--- config.mk ---
export PLATFORM = sky130hd
export DESIGN_NAME = control_unit
export DESIGN_NICKNAME = d
export VERILOG_FILES = /design/src/rtl/control_pkg.sv /design/src/rtl/control_unit_cond_eval.sv /design/src/rtl/control_unit.sv
export SDC_FILE = /design/constraint.sdc
export NUM_CORES = 1
export LEC_CHECK = 0
export BUFFER_PORTS_ARGS = -buffer_cell sky130_fd_sc_hd__buf_2
export CORE_MARGIN = 2
export CORE_UTILIZATION = 49
export DETAILED_ROUTE_END_ITERATION = 8
export PLACE_DENSITY = 0.84
export SYNTH_ARGS = -nofsm -noshare
export SYNTH_HDL_FRONTEND = slang
export SYNTH_HIERARCHICAL = 1
export SYNTH_SLANG_ARGS = --single-unit
--- constraint.sdc ---
create_clock -name clock -period 2.8 [get_ports clock]
set_clock_uncertainty 0.15 [all_clocks]
set_input_delay 0.14 -clock clock [delete_from_list [all_inputs] [get_ports clock]]
set_output_delay 0.14 -clock clock [all_outputs]
set_load 0.02 [all_outputs]
--- src/rtl/control_pkg.sv ---
// control_pkg: shared encodings for the LEGv8 multi-cycle control unit
package control_pkg;
  typedef enum logic [1:0] {ST_EXEC = 2'b00, ST_MEM = 2'b01, ST_LINK = 2'b10, ST_HALT = 2'b11} state_t;
  localparam logic [10:0] OP_ADD  = 11'b10001011000;
  localparam logic [10:0] OP_SUB  = 11'b11001011000;
  localparam logic [10:0] OP_AND  = 11'b10001010000;
  localparam logic [10:0] OP_ORR  = 11'b10101010000;
  localparam logic [10:0] OP_EOR  = 11'b11001010000;
  localparam logic [10:0] OP_ADDS = 11'b10101011000;
  localparam logic [10:0] OP_SUBS = 11'b11101011000;
  localparam logic [10:0] OP_BR   = 11'b11010110000;
  localparam logic [10:0] OP_LDUR = 11'b11111000010;
  localparam logic [10:0] OP_STUR = 11'b11111000000;
  localparam logic [9:0]  OP_ADDI = 10'b1001000100;
  localparam logic [9:0]  OP_SUBI = 10'b1101000100;
  localparam logic [8:0]  OP_MOVZ = 9'b110100101;
  localparam logic [7:0]  OP_CBZ  = 8'b10110100;
  localparam logic [7:0]  OP_CBNZ = 8'b10110101;
  localparam logic [7:0]  OP_BCOND = 8'b01010100;
  localparam logic [5:0]  OP_B    = 6'b000101;
  localparam logic [5:0]  OP_BL   = 6'b100101;
  localparam logic [1:0] PSEL_HOLD = 2'b00;
  localparam logic [1:0] PSEL_INC  = 2'b01;
  localparam logic [1:0] PSEL_BR   = 2'b10;
  localparam logic [1:0] PSEL_REG  = 2'b11;
  localparam logic [1:0] DSEL_RAM = 2'b00;
  localparam logic [1:0] DSEL_ALU = 2'b01;
  localparam logic [1:0] DSEL_PC4 = 2'b10;
  localparam logic [1:0] DSEL_K   = 2'b11;
  localparam logic [4:0] FSEL_AND   = 5'b00000;
  localparam logic [4:0] FSEL_ORR   = 5'b00100;
  localparam logic [4:0] FSEL_ADD   = 5'b01000;
  localparam logic [4:0] FSEL_EOR   = 5'b01100;
  localparam logic [4:0] FSEL_SUB   = 5'b01001;
  localparam logic [4:0] FSEL_PASSB = 5'b10100;
  // Even condition codes; the odd code of each pair is the inverse (except AL).
  localparam logic [3:0] COND_EQ = 4'd0;
  localparam logic [3:0] COND_HS = 4'd2;
  localparam logic [3:0] COND_MI = 4'd4;
  localparam logic [3:0] COND_VS = 4'd6;
  localparam logic [3:0] COND_HI = 4'd8;
  localparam logic [3:0] COND_GE = 4'd10;
  localparam logic [3:0] COND_GT = 4'd12;
  localparam logic [3:0] COND_AL = 4'd14;
  localparam int CW_W     = 29;
  localparam int CW_PSEL  = 27;
  localparam int CW_DA    = 22;
  localparam int CW_SA    = 17;
  localparam int CW_SB    = 12;
  localparam int CW_FSEL  = 7;
  localparam int CW_REGW  = 6;
  localparam int CW_RAMW  = 5;
  localparam int CW_DSEL  = 3;
  localparam int CW_BSEL  = 2;
  localparam int CW_PCSEL = 1;
  localparam int CW_SL    = 0;
  function automatic logic [4:0] r_fsel(input logic [10:0] op);
    return (op == OP_ADD || op == OP_ADDS) ? FSEL_ADD :
           (op == OP_SUB || op == OP_SUBS) ? FSEL_SUB :
           (op == OP_ORR) ? FSEL_ORR :
           (op == OP_EOR) ? FSEL_EOR : FSEL_AND;
  endfunction
endpackage

--- src/rtl/control_unit_cond_eval.sv ---
// cond_eval: evaluates a B.cond condition code against the registered flags
module cond_eval
  import control_pkg::*;
(
  input  logic [3:0] status_i,
  input  logic [3:0] cond_i,
  output logic       taken_o
);
  logic v, c, n, z, base;
  logic [3:0] pair;
  assign {v, c, n, z} = status_i;
  assign pair = {cond_i[3:1], 1'b0};
  // Evaluate the even code of the pair, then invert for the odd code; AL/NV always taken
  always_comb begin
    base = (pair == COND_EQ) ? z :
           (pair == COND_HS) ? c :
           (pair == COND_MI) ? n :
           (pair == COND_VS) ? v :
           (pair == COND_HI) ? (c & ~z) :
           (pair == COND_GE) ? (n == v) :
           (pair == COND_GT) ? (~z & (n == v)) : 1'b1;
    taken_o = (pair == COND_AL) ? 1'b1 : base ^ cond_i[0];
  end
endmodule

--- src/rtl/control_unit.sv ---
// control_unit: multi-cycle LEGv8 sequencer producing the datapath control word and K
module control_unit
  import control_pkg::*;
(
  input  logic        clock,
  input  logic        reset,
  input  logic [31:0] instruction,
  input  logic [3:0]  status,
  input  logic        mem_ready,
  output logic [28:0] controlWord,
  output logic [63:0] K,
  output logic [1:0]  state,
  output logic [3:0]  status_q,
  output logic        halted
);
  state_t state_q, state_d;
  logic [1:0] psel, dsel;
  logic [4:0] da, sa, sb, fsel;
  logic regw, ramw, bsel, pcsel, sl, taken;
  logic [10:0] op11;
  logic [4:0] rd, rn, rm;
  logic [63:0] k_imm9, k_imm12, k_imm19, k_imm26, k_movz;
  assign op11 = instruction[31:21];
  assign rd = instruction[4:0];
  assign rn = instruction[9:5];
  assign rm = instruction[20:16];
  assign k_imm9 = {{55{instruction[20]}}, instruction[20:12]};
  assign k_imm12 = {52'b0, instruction[21:10]};
  assign k_imm19 = {{45{instruction[23]}}, instruction[23:5]};
  assign k_imm26 = {{38{instruction[25]}}, instruction[25:0]};
  assign k_movz = {48'b0, instruction[20:5]} << {instruction[22:21], 4'b0000};
  assign state = state_q;
  assign halted = (state_q == ST_HALT);
  cond_eval u_cond (.status_i(status_q), .cond_i(instruction[3:0]), .taken_o(taken));
  // Decode the instruction against the current state into control fields and next state
  always_comb begin
    psel = PSEL_HOLD;
    da = '0;
    sa = '0;
    sb = '0;
    fsel = FSEL_AND;
    regw = 1'b0;
    ramw = 1'b0;
    dsel = DSEL_RAM;
    bsel = 1'b0;
    pcsel = 1'b0;
    sl = 1'b0;
    K = '0;
    state_d = state_q;
    case (state_q)
      ST_EXEC: begin
        psel = PSEL_INC;
        if (op11 == OP_ADD || op11 == OP_SUB || op11 == OP_AND || op11 == OP_ORR ||
            op11 == OP_EOR || op11 == OP_ADDS || op11 == OP_SUBS) begin
          da = rd;
          sa = rn;
          sb = rm;
          regw = 1'b1;
          dsel = DSEL_ALU;
          fsel = r_fsel(op11);
          sl = (op11 == OP_ADDS) || (op11 == OP_SUBS);
        end else if (instruction[31:22] == OP_ADDI || instruction[31:22] == OP_SUBI) begin
          da = rd;
          sa = rn;
          K = k_imm12;
          bsel = 1'b1;
          regw = 1'b1;
          dsel = DSEL_ALU;
          fsel = (instruction[31:22] == OP_ADDI) ? FSEL_ADD : FSEL_SUB;
        end else if (instruction[31:23] == OP_MOVZ) begin
          da = rd;
          K = k_movz;
          dsel = DSEL_K;
          regw = 1'b1;
        end else if (op11 == OP_BR) begin
          sa = rn;
          psel = PSEL_REG;
          pcsel = 1'b1;
        end else if (instruction[31:26] == OP_B) begin
          K = k_imm26;
          psel = PSEL_BR;
        end else if (instruction[31:24] == OP_CBZ || instruction[31:24] == OP_CBNZ) begin
          sa = 5'd31;
          sb = rd;
          fsel = FSEL_PASSB;
          psel = (status[0] ^ instruction[24]) ? PSEL_BR : PSEL_INC;
          K = (status[0] ^ instruction[24]) ? k_imm19 : '0;
        end else if (instruction[31:24] == OP_BCOND) begin
          K = k_imm19;
          psel = taken ? PSEL_BR : PSEL_INC;
        end else if (op11 == OP_LDUR || op11 == OP_STUR) begin
          sa = rn;
          K = k_imm9;
          bsel = 1'b1;
          fsel = FSEL_ADD;
          psel = PSEL_HOLD;
          state_d = ST_MEM;
        end else if (instruction[31:26] == OP_BL) begin
          da = 5'd30;
          dsel = DSEL_PC4;
          regw = 1'b1;
          psel = PSEL_HOLD;
          state_d = ST_LINK;
        end else begin
          psel = PSEL_HOLD;
          state_d = ST_HALT;
        end
      end
      ST_MEM: begin
        sa = rn;
        K = k_imm9;
        bsel = 1'b1;
        fsel = FSEL_ADD;
        psel = mem_ready ? PSEL_INC : PSEL_HOLD;
        state_d = mem_ready ? ST_EXEC : ST_MEM;
        ramw = (op11 == OP_STUR);
        sb = (op11 == OP_STUR) ? rd : 5'd0;
        da = (op11 == OP_STUR) ? 5'd0 : rd;
        regw = (op11 != OP_STUR) && mem_ready;
      end
      ST_LINK: begin
        K = k_imm26;
        psel = PSEL_BR;
        state_d = ST_EXEC;
      end
      default: state_d = ST_HALT;
    endcase
  end
  // Pack the control fields at their word offsets
  always_comb begin
    controlWord = '0;
    controlWord[CW_PSEL +: 2] = psel;
    controlWord[CW_DA +: 5] = da;
    controlWord[CW_SA +: 5] = sa;
    controlWord[CW_SB +: 5] = sb;
    controlWord[CW_FSEL +: 5] = fsel;
    controlWord[CW_REGW] = regw;
    controlWord[CW_RAMW] = ramw;
    controlWord[CW_DSEL +: 2] = dsel;
    controlWord[CW_BSEL] = bsel;
    controlWord[CW_PCSEL] = pcsel;
    controlWord[CW_SL] = sl;
  end
  // State register and flag capture for flag-setting ALU ops
  always_ff @(posedge clock or posedge reset) begin
    if (reset) begin
      state_q <= ST_EXEC;
      status_q <= '0;
    end else begin
      state_q <= state_d;
      if (state_q == ST_EXEC && sl) status_q <= status;
    end
  end
endmodule

* Word level (Yosys, flattened, before mapping)
Index checks and enable logic that the tools add are counted.
** Word-level totals
- Bits of input ports :: 39
- Logic and storage cells :: 181
- Register bits :: 6
** Cells by class
- Shift operators :: 1
- Reductions and logical operators :: 17
- Muxes and demuxes :: 119
- Equal/unequal tests :: 37
- Bitwise operators :: 5
** Operator list (count)
- $mux 64 :: 9
- $pmux 64 s3 :: 1
- $mux 5 :: 31
- $eq 11x11->1 const B :: 10
- $shl 16x6->64 :: 1
- $mux 2 :: 27
- $pmux 5 s2 :: 4
- $mux 1 :: 37
- $mux 4 :: 6
- $eq 10x10->1 const B :: 2
- $eq 8x8->1 const B :: 2
- $ne 2x2->1 const B :: 7
- $eq 3x3->1 const B :: 4
- $logic_or 1x1->1 :: 12
- $pmux 2 s3 :: 2
- $ne 11x11->1 const B :: 1
- $eq 9x9->1 const B :: 1
- $eq 8x7->1 const B :: 1
- $reduce_and 7->1 :: 1
- $eq 3x2->1 const B :: 2
- $eq 6x3->1 const B :: 1
- $eq 6x6->1 const B :: 1
- $eq 2x2->1 const B :: 2
- $logic_not 4->1 :: 1
- other kinds (9) :: 13

* Longest topological paths before layout
- Depth in word-level cells :: 20
- Gate-level depth with buffers :: 9
- Depth with buffers taken out :: 8

* Cells and area by module
Netlist, hierarchy kept.
** By module, submodules not included
- control_unit :: instances 1, area an instance 2919.0 um2, seq. area each 150.1 um2, cells an instance 443
- cond_eval :: instances 1, area an instance 113.9 um2, seq. area each 0.0 um2, cells an instance 17

* Least setup slack after synthesis
OpenSTA, ideal clock, no wires.
- Kind :: reg-to-output
- Start point :: register state_q[1] (netlist: state[1])
- End point :: output K[9]
- Cell stages (with the launch flop) :: 9
- Setup slack :: 0.225 ns
- Buffers on the path :: 2
- Required time :: 2.510 ns
- Arrival time :: 2.285 ns
- Cell sequence :: dfrtp_1 -> inv_1 -> ha_1 -> clkbuf_1 -> nand2b_1 -> a31oi_1 -> clkbuf_1 -> o21ai_0 -> o32ai_1
** Between the ends
- Longest elaborated chain between the ends :: 2
- Elaborated cells between the ends (all ways) :: 4
** RTL lines
- start: declaration :: RTL line control_unit.sv:16 : state_t state_q, state_d;
- start signal: assignment :: RTL line control_unit.sv:150 : state_q <= state_d;
- $eq 2x2->1, or another cell as far along :: RTL line control_unit.sv:50 : case (state_q)
- $pmux 64 s3 (*) :: RTL line control_unit.sv:50
- end: declaration :: RTL line control_unit.sv:11 : output logic [63:0] K,
Every way passes the cells marked *; elsewhere a longest branch is shown, timed or not.

* Worst setup path in the final report
- Start point :: register state_q[1] (netlist: state[1])
- End point :: output K[20]
Same word-level chain as after synthesis.

==> qor.tcl <==
set qor(fin_setup_tns_ns) 0
set qor(grt.overflow.total) 0
set qor(timing.final.ws_setup_ns) 0.126
set qor(insertion_delay_ns) 0.22
set qor(grt_pass1_wl_um) 18500
set qor(worstPathCellList) {inv_1, ha_1, buf_4, nand3_1, o21a_1, a311oi_1, buf_2}
set qor(post-cts-setup-buffer-count) 0
set qor(power.leakage_nw) 1.95
set qor(fmax_mhz) 374
set qor(global_placer_s_final_weighted_congestion) 0.985
set qor(area_delta_synth_final_pct) 22.1
set qor(total_iterations_of_the_first_detailed_routing_run) 6
set qor(floorplan.die_area_um2) 6840
set qor(detail_route.wl_per_cell_um) 20.0
set qor(cp_data_arrival_time_ns) 2.38
set qor(cts_tree) {built}
set qor(ios) 139
set qor(wirelength_um) 12500
set qor(portBuffers) 137
set qor(maximum_number_of_pins_on_one_net_before_global_route_repair) 55
set qor(synth-xor-area-share) 0.0116
set qor(layout_worst_path_cycle_share) 0.955
set qor(critical_path_peak_fanout) 9
set qor(drv_cap) 0
set qor(cts_root_buffer) {sky130_fd_sc_hd__clkbuf_8}
set qor(yosys_warnings) 6
set qor(netlist_instances) 460
set qor(rsz0062_at_grt) {no}
set qor(globalRouteTotalUtil) 0.343
set qor(seq_power_share) 0.221
set qor(cts-hold-fix-buffers) 3
set qor(synthesis.nets) 504
set qor(status) {complete, no violations}
set qor(setup.worst_path.start_class) {flop}
set qor(synth_compound_area_frac) 0.564
set qor(clk_transition_reported_paths_ns) 0.04
set qor(setup-violations-final) 0
set qor(initial_antenna_violation_count) 0
set qor(drv_slew) 0
set qor(final_core_util) 0.622
set qor(switching_power_of_the_nets_mw) 0.161
set qor(final_hold_violations) 0
set qor(synth_adder_area_share) 0.0206
set qor(postLayoutCellArea_um2) 3700
set qor(synth.ff_latch_count) 6
set qor(synth_enable_flop_cells) 0
set qor(synth_seq_area_share) 0.0495
set qor(min-delay-path-class) {in -> reg}
set qor(drc_violations_left) 0
set qor(die-width_um) 82.7
set qor(detail-route-antenna-nets) 0
set qor(grt_pass1_vias) 3716
set qor(placed_cell_count) 619
set qor(post_synthesis_async_set_or_reset_flop_share) 1.00
set qor(ys_dominant_reg_cell) {sky130_fd_sc_hd__dfrtp_1}
set qor(powerDensity_nw_per_um2) 107
set qor(synth_area_per_cell_um2) 6.59
set qor(synth.top_cells.by_area) {sky130_fd_sc_hd__a21oi_1 13%, sky130_fd_sc_hd__o21ai_1 8.1%, sky130_fd_sc_hd__clkbuf_1 5.0%}
set qor(core.rowCount) 28
set qor(cp_slowest_cell) {sky130_fd_sc_hd__dfrtp_1}
set qor(cts-resized-gates) 0
set qor(post_route_cells_drive_above_1_share) 0.316
set qor(worst-setup-path-type) {reg -> out}
set qor(post-dp-hpwl_um) 8800
set qor(cts.path.max_buffers) 2
set qor(synthMuxAreaShare) 0.0149
set qor(floorplan.initialDensity) 0.509
set qor(die_h_um) 82.7
set qor(crit_required_ns) 2.51
set qor(finalNonFillerCells) 625
set qor(timing.final.crit_period_ns) 2.67
set qor(yosys.area.top_type_share) 0.134
set qor(routed_vias_inst) 6.97
set qor(vdd.ir_drop.worst_v) 0.000201
set qor(antennaDiodeCount) 0
set qor(intPower_mw) 0.233
set qor(cts_sinks) 6
set qor(tritoncts.num_buffers) 3
set qor(core_area_um2) 5960
set qor(swShare) 0.409
set qor(synthDistinctLibCells) 70
set qor(timing.max_slew.rel_slack) 0.655
set qor(place_ws_ns) 0.325
set qor(nets) 596
set qor(yosysTopAreaCell) {sky130_fd_sc_hd__a21oi_1}
set qor(synth_top_family_by_area) {compound AO/OA/AOI/OAI gates}
set qor(critPathMaxStageDelay_ns) 0.45
set qor(synth_area_um2) 3030
set qor(htree_levels) 1
set qor(fin_worst_hold_slack_ns) 0.0394
set qor(simple_gate_fraction_of_synth_area) 0.212
set qor(drt_iter0_drc) 688
set qor(worstSetupEndpointType) {primary output}
set qor(p_comb_frac) 0.449
set qor(tightest_slew_ns) 0.517
set qor(total_power_mw) 0.394
set qor(route.vias.total) 4354
set qor(power.clock.fraction) 0.329
set qor(placed_cell_area_um2) 3630
final timing paths:
check / start / to / slack (ns) / cells past startpoint
min: status[3] / status_q[3]$_DFFE_PP0P_ / 0.04 / 2
max in group asynchronous: reset / status_q[2]$_DFFE_PP0P_ / 2.07 / 3
min in group asynchronous: reset / status_q[0]$_DFFE_PP0P_ / 0.23 / 3
max reg2reg: state[1]$_DFFE_PP0P_ / status_q[3]$_DFFE_PP0P_ / 0.76 / 5
max: state[1]$_DFFE_PP0P_ / K[20] / 0.13 / 7
min reg2reg: status_q[2]$_DFFE_PP0P_ / status_q[2]$_DFFE_PP0P_ / 0.41 / 1
final cells by class:
| type | count | area (um2) |
|---|---|---|
| multi-input cells | 373 | 2500 |
| fillers | 556 | 2250 |
| repair buffers | 158 | 876 |
| flip-flops and latches | 6 | 150 |
| well taps | 75 | 93.8 |
| clock buffers | 3 | 41.3 |
| inverters | 10 | 37.5 |
cells in the mapped netlist (all sizes together) (3+ instances only):
cell type and number:
clkbuf 40, nor4b 5, xnor2 3, a22oi 11, nor3b 4, a221o 8
nand2 16, a21o 14, buf 31, mux2 4, nor2 12, and2b 3
and4bb 3, a31oi 6, nor2b 5, o211ai 3, dfrtp 6, a31o 6
nand4 7, and2 6, and4b 3, nand3 12, a21oi 81, nand2b 4
a22o 12, o21a 16, ha 5, inv 10, o2bb2ai 6, o21ai 60
and3 4, o22ai 6, a221oi 5, o32ai 4, a311oi 7
worst max-delay path: cells and delay by family (launching register included):
kind / cells / cell delay, ns
AOI/OAI and AO/OA: 2 / 0.65
adders and majority gates: 1 / 0.22
DFF: 1 / 0.45
buffers and inverters: 3 / 0.55
and+or+nand+nor: 1 / 0.27
state kept, by name, summed over array words and instances, names as in the netlist:
name and flops:
status_q 4, state 2
logic make-up (layout without fill, tap and decap cells):
group	after synthesis	after routing
AOI/OAI and AO/OA	262	262
and+or+nand+nor	97	97
buffers and inverters	81	171
DFF	6	6
adders and majority gates	5	5
xor gates and xnor gates	4	4
muxes	4	4
other	1	1
per-layer routing:
metal  share of wire  up-vias  track usage
met5               0        -            0
met4           0.033        0        0.123
met3            0.12       64       0.0359
met2            0.46      342        0.561
met1            0.39     1994        0.464
li1                -     1954            -
power groups by stage:
stage | Sequential (mW) | Combinational (mW) | Clock (mW)
after global routing | 0.0872 | 0.183 | 0.136
after detailed placement | 0.0883 | 0.164 | 0
after CTS | 0.0872 | 0.168 | 0.129
after floorplan | 0.0883 | 0.102 | 0
after global placement | 0.0883 | 0.163 | 0
final | 0.0872 | 0.177 | 0.130
cell usage in the layout, fill, tap and decap left out, types with 3 or more instances in the layout:
cell                            instances
sky130_fd_sc_hd__mux2_1                 4
sky130_fd_sc_hd__nand3_1               12
sky130_fd_sc_hd__a31oi_1                6
sky130_fd_sc_hd__buf_2                137
sky130_fd_sc_hd__a221oi_1               5
sky130_fd_sc_hd__nor4b_2                5
sky130_fd_sc_hd__inv_1                 10
sky130_fd_sc_hd__o21ai_0               11
sky130_fd_sc_hd__ha_1                   5
sky130_fd_sc_hd__nand2_1               16
sky130_fd_sc_hd__nand4_1                6
sky130_fd_sc_hd__a22o_1                12
sky130_fd_sc_hd__dlygate4sd3_1          3
sky130_fd_sc_hd__and3_1                 4
sky130_fd_sc_hd__and4b_1                3
sky130_fd_sc_hd__nand2b_1               4
sky130_fd_sc_hd__dfrtp_1                6
sky130_fd_sc_hd__a21o_1                14
sky130_fd_sc_hd__a31o_1                 6
sky130_fd_sc_hd__o21a_1                16
sky130_fd_sc_hd__clkbuf_8               3
sky130_fd_sc_hd__nor2_1                12
sky130_fd_sc_hd__buf_4                 16
sky130_fd_sc_hd__a311oi_1               7
sky130_fd_sc_hd__a22oi_1               11
sky130_fd_sc_hd__xnor2_1                3
sky130_fd_sc_hd__a221o_1                7
sky130_fd_sc_hd__and2_1                 6
sky130_fd_sc_hd__o32ai_1                4
sky130_fd_sc_hd__a21oi_1               81
sky130_fd_sc_hd__o2bb2ai_1              6
sky130_fd_sc_hd__o21ai_1               48
sky130_fd_sc_hd__o22ai_1                6
sky130_fd_sc_hd__and2b_1                3
sky130_fd_sc_hd__nor2b_1                5
Note: power is estimated with default switching activity, not from simulation.
